`src/rtl/store_buffer_pkg.sv`:
```
// Shared store buffer definitions, also used by the D-cache.
// Provides the default depth, the entry record and the byte-merge helper.
package store_buffer_pkg;

  localparam int SB_DEPTH = 4;

  typedef struct packed {
    logic [31:0] addr;
    logic [31:0] data;
    logic [3:0]  byte_en;
  } sb_entry_t;

  // Overlay the enabled bytes of wdata onto base; disabled bytes keep base.
  function automatic logic [31:0] byte_merge(input logic [31:0] base,
                                             input logic [31:0] wdata,
                                             input logic [3:0]  be);
    logic [31:0] res;
    res = base;
    for (int b = 0; b < 4; b++) begin
      if (be[b]) res[8*b +: 8] = wdata[8*b +: 8];
    end
    return res;
  endfunction

endpackage

```
`src/rtl/store_buffer_if.sv`:
```
// Store buffer bus: enqueue from the D-cache, drain towards memory, and
// load-forwarding lookup.
//   master : D-cache / CPU side (drives enqueue, drain_ready, load lookup)
//   slave  : store buffer (drives status, drain head and forwarding result)
interface store_buffer_if;
  logic        sb_enq_valid;
  logic [31:0] sb_enq_addr;
  logic [31:0] sb_enq_data;
  logic [3:0]  sb_enq_byte_en;
  logic        sb_full;
  logic        sb_empty;
  logic        sb_drain_valid;
  logic [31:0] sb_drain_addr;
  logic [31:0] sb_drain_data;
  logic [3:0]  sb_drain_byte_en;
  logic        sb_drain_ready;
  logic        ld_en;
  logic [31:0] ld_addr;
  logic        fwd_hit;
  logic [31:0] fwd_data;
  logic        fwd_conflict;
  logic        sb_overflow;

  modport master (
    output sb_enq_valid, sb_enq_addr, sb_enq_data, sb_enq_byte_en,
           sb_drain_ready, ld_en, ld_addr,
    input  sb_full, sb_empty, sb_drain_valid, sb_drain_addr, sb_drain_data,
           sb_drain_byte_en, fwd_hit, fwd_data, fwd_conflict, sb_overflow
  );

  modport slave (
    input  sb_enq_valid, sb_enq_addr, sb_enq_data, sb_enq_byte_en,
           sb_drain_ready, ld_en, ld_addr,
    output sb_full, sb_empty, sb_drain_valid, sb_drain_addr, sb_drain_data,
           sb_drain_byte_en, fwd_hit, fwd_data, fwd_conflict, sb_overflow
  );
endinterface

```
`src/rtl/store_buffer_fwd_merge.sv`:
```
// sb_fwd_merge: combinational store-to-load forwarding.
// Ports:
//   ld_en, ld_addr   : load lookup request
//   ordered          : buffer entries, index 0 = oldest
//   ordered_valid    : per-slot validity in the same age order
//   fwd_hit          : every byte of the load word is held in the buffer
//   fwd_conflict     : some but not all bytes are held
//   fwd_data         : merged word (youngest writer per byte wins)
module sb_fwd_merge
  import store_buffer_pkg::*;
#(
  parameter int DEPTH = SB_DEPTH
) (
  input  logic             ld_en,
  input  logic [31:0]      ld_addr,
  input  sb_entry_t        ordered [DEPTH],
  input  logic [DEPTH-1:0] ordered_valid,
  output logic             fwd_hit,
  output logic             fwd_conflict,
  output logic [31:0]      fwd_data
);

  logic [31:0] merged;
  logic [3:0]  covered;

  // Walking oldest to youngest lets later matches overwrite earlier bytes.
  always_comb begin
    merged  = '0;
    covered = '0;
    for (int i = 0; i < DEPTH; i++) begin
      if (ordered_valid[i] && (ordered[i].addr[31:2] == ld_addr[31:2])) begin
        merged  = byte_merge(merged, ordered[i].data, ordered[i].byte_en);
        covered = covered | ordered[i].byte_en;
      end
    end
  end

  assign fwd_hit      = ld_en && (covered == 4'hF);
  assign fwd_conflict = ld_en && (covered != 4'h0) && (covered != 4'hF);
  assign fwd_data     = ld_en ? merged : 32'h0;

endmodule

```
`src/rtl/store_buffer.sv`:
```
// store_buffer: circular FIFO of pending cache stores with load forwarding.
// Ports:
//   clk, reset_n : clock and asynchronous active-low reset
//   sb           : store_buffer_if slave (enqueue, drain, forwarding, status)
// Parameters:
//   DEPTH : number of entries (power of two, 2..16)
//   PTR_W : log2(DEPTH)
module store_buffer
  import store_buffer_pkg::*;
#(
  parameter int DEPTH = SB_DEPTH,
  parameter int PTR_W = $clog2(DEPTH)
) (
  input  logic           clk,
  input  logic           reset_n,
  store_buffer_if.slave  sb
);

  localparam logic [PTR_W:0] FULL_COUNT = (PTR_W+1)'(DEPTH);

  sb_entry_t        mem [DEPTH];
  logic [PTR_W-1:0] head;
  logic [PTR_W-1:0] tail;
  logic [PTR_W:0]   count;
  logic             overflow;

  logic             full;
  logic             empty;
  logic             enq_fire;
  logic             pop_fire;

  sb_entry_t        ordered [DEPTH];
  logic [DEPTH-1:0] ordered_valid;

  assign full     = (count == FULL_COUNT);
  assign empty    = (count == '0);
  // Full blocks enqueue even if a pop frees a slot on the same edge.
  assign enq_fire = sb.sb_enq_valid && !full;
  assign pop_fire = !empty && sb.sb_drain_ready;

  // Payload storage carries no reset; validity comes from head/count only.
  always_ff @(posedge clk) begin
    if (enq_fire) begin
      mem[tail] <= '{addr: sb.sb_enq_addr, data: sb.sb_enq_data,
                     byte_en: sb.sb_enq_byte_en};
    end
  end

  always_ff @(posedge clk or negedge reset_n) begin
    if (!reset_n) begin
      head     <= '0;
      tail     <= '0;
      count    <= '0;
      overflow <= 1'b0;
    end else begin
      if (enq_fire) tail <= tail + 1'b1;
      if (pop_fire) head <= head + 1'b1;
      if (enq_fire && !pop_fire)      count <= count + 1'b1;
      else if (!enq_fire && pop_fire) count <= count - 1'b1;
      if (sb.sb_enq_valid && full) overflow <= 1'b1;
    end
  end

  // Present entries to the merger in age order, oldest first.
  always_comb begin
    for (int i = 0; i < DEPTH; i++) begin
      ordered[i]       = mem[head + PTR_W'(i)];
      ordered_valid[i] = ((PTR_W+1)'(i) < count);
    end
  end

  sb_fwd_merge #(.DEPTH(DEPTH)) u_fwd_merge (
    .ld_en         (sb.ld_en),
    .ld_addr       (sb.ld_addr),
    .ordered       (ordered),
    .ordered_valid (ordered_valid),
    .fwd_hit       (sb.fwd_hit),
    .fwd_conflict  (sb.fwd_conflict),
    .fwd_data      (sb.fwd_data)
  );

  assign sb.sb_full          = full;
  assign sb.sb_empty         = empty;
  assign sb.sb_drain_valid   = !empty;
  assign sb.sb_drain_addr    = mem[head].addr;
  assign sb.sb_drain_data    = mem[head].data;
  assign sb.sb_drain_byte_en = mem[head].byte_en;
  assign sb.sb_overflow      = overflow;

endmodule

```
`src/flat_wrapper.sv`:
```
// flat-port wrapper written by rule: the top's interface ports become plain ports
module store_buffer_flat import store_buffer_pkg::*;
#(
  parameter int DEPTH = SB_DEPTH,
  parameter int PTR_W = $clog2(DEPTH)
)
  (clk, reset_n, sb_sb_enq_valid, sb_sb_enq_addr, sb_sb_enq_data, sb_sb_enq_byte_en, sb_sb_drain_ready, sb_ld_en, sb_ld_addr, sb_sb_full, sb_sb_empty, sb_sb_drain_valid, sb_sb_drain_addr, sb_sb_drain_data, sb_sb_drain_byte_en, sb_fwd_hit, sb_fwd_data, sb_fwd_conflict, sb_sb_overflow);
  store_buffer_if sb_i ();
  input  logic clk;
  input  logic reset_n;
  input wire logic [$bits(sb_i.sb_enq_valid)-1:0] sb_sb_enq_valid;
  input wire logic [$bits(sb_i.sb_enq_addr)-1:0] sb_sb_enq_addr;
  input wire logic [$bits(sb_i.sb_enq_data)-1:0] sb_sb_enq_data;
  input wire logic [$bits(sb_i.sb_enq_byte_en)-1:0] sb_sb_enq_byte_en;
  input wire logic [$bits(sb_i.sb_drain_ready)-1:0] sb_sb_drain_ready;
  input wire logic [$bits(sb_i.ld_en)-1:0] sb_ld_en;
  input wire logic [$bits(sb_i.ld_addr)-1:0] sb_ld_addr;
  output wire logic [$bits(sb_i.sb_full)-1:0] sb_sb_full;
  output wire logic [$bits(sb_i.sb_empty)-1:0] sb_sb_empty;
  output wire logic [$bits(sb_i.sb_drain_valid)-1:0] sb_sb_drain_valid;
  output wire logic [$bits(sb_i.sb_drain_addr)-1:0] sb_sb_drain_addr;
  output wire logic [$bits(sb_i.sb_drain_data)-1:0] sb_sb_drain_data;
  output wire logic [$bits(sb_i.sb_drain_byte_en)-1:0] sb_sb_drain_byte_en;
  output wire logic [$bits(sb_i.fwd_hit)-1:0] sb_fwd_hit;
  output wire logic [$bits(sb_i.fwd_data)-1:0] sb_fwd_data;
  output wire logic [$bits(sb_i.fwd_conflict)-1:0] sb_fwd_conflict;
  output wire logic [$bits(sb_i.sb_overflow)-1:0] sb_sb_overflow;
  assign sb_i.sb_enq_valid = sb_sb_enq_valid;
  assign sb_i.sb_enq_addr = sb_sb_enq_addr;
  assign sb_i.sb_enq_data = sb_sb_enq_data;
  assign sb_i.sb_enq_byte_en = sb_sb_enq_byte_en;
  assign sb_i.sb_drain_ready = sb_sb_drain_ready;
  assign sb_i.ld_en = sb_ld_en;
  assign sb_i.ld_addr = sb_ld_addr;
  assign sb_sb_full = sb_i.sb_full;
  assign sb_sb_empty = sb_i.sb_empty;
  assign sb_sb_drain_valid = sb_i.sb_drain_valid;
  assign sb_sb_drain_addr = sb_i.sb_drain_addr;
  assign sb_sb_drain_data = sb_i.sb_drain_data;
  assign sb_sb_drain_byte_en = sb_i.sb_drain_byte_en;
  assign sb_fwd_hit = sb_i.fwd_hit;
  assign sb_fwd_data = sb_i.fwd_data;
  assign sb_fwd_conflict = sb_i.fwd_conflict;
  assign sb_sb_overflow = sb_i.sb_overflow;
  store_buffer #(.DEPTH(DEPTH), .PTR_W(PTR_W)) u_core (.clk(clk), .reset_n(reset_n), .sb(sb_i));
endmodule
```
`config.mk`:
```
export PLATFORM = sky130hd
export DESIGN_NAME = store_buffer_flat
export DESIGN_NICKNAME = d
export VERILOG_FILES = /design/src/rtl/store_buffer_pkg.sv /design/src/rtl/store_buffer_if.sv /design/src/rtl/store_buffer_fwd_merge.sv /design/src/rtl/store_buffer.sv /design/src/flat_wrapper.sv
export SDC_FILE = /design/constraint.sdc
export NUM_CORES = 1
export LEC_CHECK = 0
export ABC_CLOCK_PERIOD_IN_PS = 5100
export BUFFER_PORTS_ARGS = -buffer_cell sky130_fd_sc_hd__buf_2
export CORE_ASPECT_RATIO = 0.5
export CORE_MARGIN = 2
export CORE_UTILIZATION = 50
export DETAILED_ROUTE_END_ITERATION = 8
export PLACE_DENSITY_LB_ADDON = 0.05
export SKIP_LAST_GASP = 1
export SLEW_MARGIN = 0
export SYNTH_ARGS = -nofsm -noshare
export SYNTH_HDL_FRONTEND = slang
export SYNTH_HIERARCHICAL = 1
export SYNTH_SLANG_ARGS = --single-unit
```
`constraint.sdc`:
```
create_clock -name clk -period 5.1 [get_ports clk]
set_clock_uncertainty 0.15 [all_clocks]
set_input_delay 1.02 -clock clk [delete_from_list [all_inputs] [get_ports clk]]
set_output_delay 1.02 -clock clk [all_outputs]
set_load 0.01 [all_outputs]
```
==> reports/results.ini <==
[synthesis]
synth_cells = 1104
syn_avg_cell_area_sq_um = 16.69
syn_nets = 1218
synth_area_sq_um = 18420
yosys_warnings = 6

[floorplan]
core_sq_um = 36110
die_w_um = 275.5
pin_count = 211
start_util = 0.5102
die_area_sq_um = 38490
die_y_um = 139.7
rows = 49

[critical_path]
cpMaxStageDelayCell = dfrtp_4
cp.buffers_inverters = 6
path_max_fanout = 17
required_ns = 3.93
max_stage_delay_ns = 0.50
start_kind = flop
crit_type = reg2out
cp_cell_sequence = buf_12, buf_6, buf_16, mux4_2, xnor2_2, nand4_1, nor4_4, buf_6, and3_4, nor2_2, buf_12, a221o_1, o211a_1, buf_2
crit_family = buffers and inverters
cp-end-kind = output pin
worstPathArrival_ns = 3.89

[timing]
finalSetupTns_ns = 0
rsz0062_at_grt = yes
hold_viol = 0
finalMaxSlewViolations = 0
fin_crit_sh = 0.9927
fin_crit_ns = 5.063
relSlewSlack = 0.3427
max_freq_mhz = 197.5
worst_pin_slew_ns = 0.9860
setup_viol = 0

[power_and_ir_drop]
ir_worst_vdd_mv = 0.4473
total_power_mw = 12.36
power.static_leakage_nw = 7.485
power_density_nw_per_um2 = 576.9

[clock_tree]
root_buffer = clkbuf_16
cts_tree = built
cts_buffers = 27
ctsLongestPathBuffers = 3
htreeDepth = 1
insertion_delay_ns = 0.56
clkSlewWorstSetupHoldPaths_ns = 0.06
clock-sinks = 280
cts-hold-fix-buffers = 0

[detailed_routing]
wl_per_cell_um = 26.20
drt_iter0_markers = 1070
wirelength_um = 46590
drtAntennaViolNets = 0
vias_per_cell = 6.472
vias = 11508
drcViolationCount = 0
first_pass_iters = 5

[global_routing]
globalRouteTotalUtil = 0.2410
grt_max_degree = 67
grt_pass1_vias = 11409
grt_util_met1 = 0.3272
gr-usage-met2 = 0.4055
grt_pass1_wl_um = 68950
grt-busiest-layer = met2
antenna_found_initial = 7
overflow = 0
use_met3 = 0.04383

[min_path]
min_path_type = in2async

[finish]
stdcell_area_sq_um = 21430
area_growth_pct = 16.32
drive_gt1_frac = 0.5527
nets = 1387

[place]
place_congestion = 0.8388
portBuffers = 208
dp_hpwl_um = 31450
placed_cell_area_sq_um = 19410

[status]
status = finished, final reports clean

[run]
cap_violations = 0

state kept, by name, summed over array words and instances, names as in the netlist:
name	count
u_core/head	2
u_core/tail	2
u_core/mem	272
u_core/count	3
u_core/sb.sb_overflow	1
report_power, final:
part           leakage [nW]  switching [mW]  internal [mW]
Sequential             2.58           0.345           3.06
Combinational          4.54            3.29           3.85
Clock                 0.368           0.849          0.967
per-layer routing:
metal,vias up,wire (um)
met3,76,2930
met4,6,1122
met5,-,37
met2,399,23740
met1,6138,18770
li1,4889,-
repair_timing:
action / 4_1_cts / 5_1_grt
cloned: 8 / 0
setup buffers: 21 / 14
hold endpoints to repair: 0 / 0
endpoints found under the setup margin: 34 / 34
pin swaps: 17 / 35
resized for setup: 61 / 78
placed cells by master (no fill, tap or decap), drive strengths merged:
cell type    n
xor2         2
o21bai       1
nor4         9
diode        4
inv          9
buf        303
and2         7
a211o        3
mux2i        1
clkbuf      37
o211a       16
o2111ai      4
a21o         3
a221o       16
xnor2      124
nor3         1
mux4       266
nand3       17
nand2b       1
bufbuf       5
a21boi       1
nand2       37
nor2        40
or3          1
a31oi       17
and3         4
ha           9
o21ai       20
and4         1
o21a        17
clkinv      10
nand4       28
edfxtp     272
dfrtp        8
path summary, 6_finish.rpt:
kind	slack [ns]	from	end	cells past startpoint
max	0.04	u_core/head[1]	sb_fwd_data[30]	14
min	0.14	reset_n	u_core/count[2]	1
max reg2reg	2.19	u_core/count[0]	u_core/mem[2][14]	5
min reg2reg	0.32	u_core/sb.sb_overflow	u_core/sb.sb_overflow	1
max in group asynchronous	4.48	reset_n	u_core/head[1]	1
min in group clk	0.32	u_core/sb.sb_overflow	u_core/sb.sb_overflow	1
per-stage QoR:
step / utilization / setup WS [ns] / std cells / hold WS, ns
after CTS: 0.5793 / -0.01751 / 1762 / 0.1204
final: 0.5934 / 0.03735 / 1778 / 0.1375
after floorplan: - / 1.100 / 1104 / 0.3432
after global routing: 0.5934 / -0.03460 / 1777 / 0.1321
after detailed placement: 0.5376 / 0.2876 / 1688 / 0.3126
after global placement: 0.5376 / 0.3210 / 1688 / 0.2877
worst register-to-register path: cells and delay by family (launching register included):
family	cells	cell delay (ns)
flip-flops	1	0.48
AO/OA/AOI/OAI	1	0.34
adder cells (fa/ha/maj)	1	0.25
AND/OR/NAND/NOR	1	0.78
buffers and inverters	2	0.56
layout make-up:
type | instances | area (sq um)
Fill cell | 2727 | 14680
Multi-Input combinational cell | 646 | 9445
Sequential cell | 280 | 8376
Timing Repair Buffer | 308 | 2203
Clock buffer | 37 | 713.2
Tap cell | 484 | 605.6
Clock inverter | 9 | 38.79
Inverter | 10 | 37.54
Antenna cell | 4 | 10.01
(Power assumes the default switching activity.)
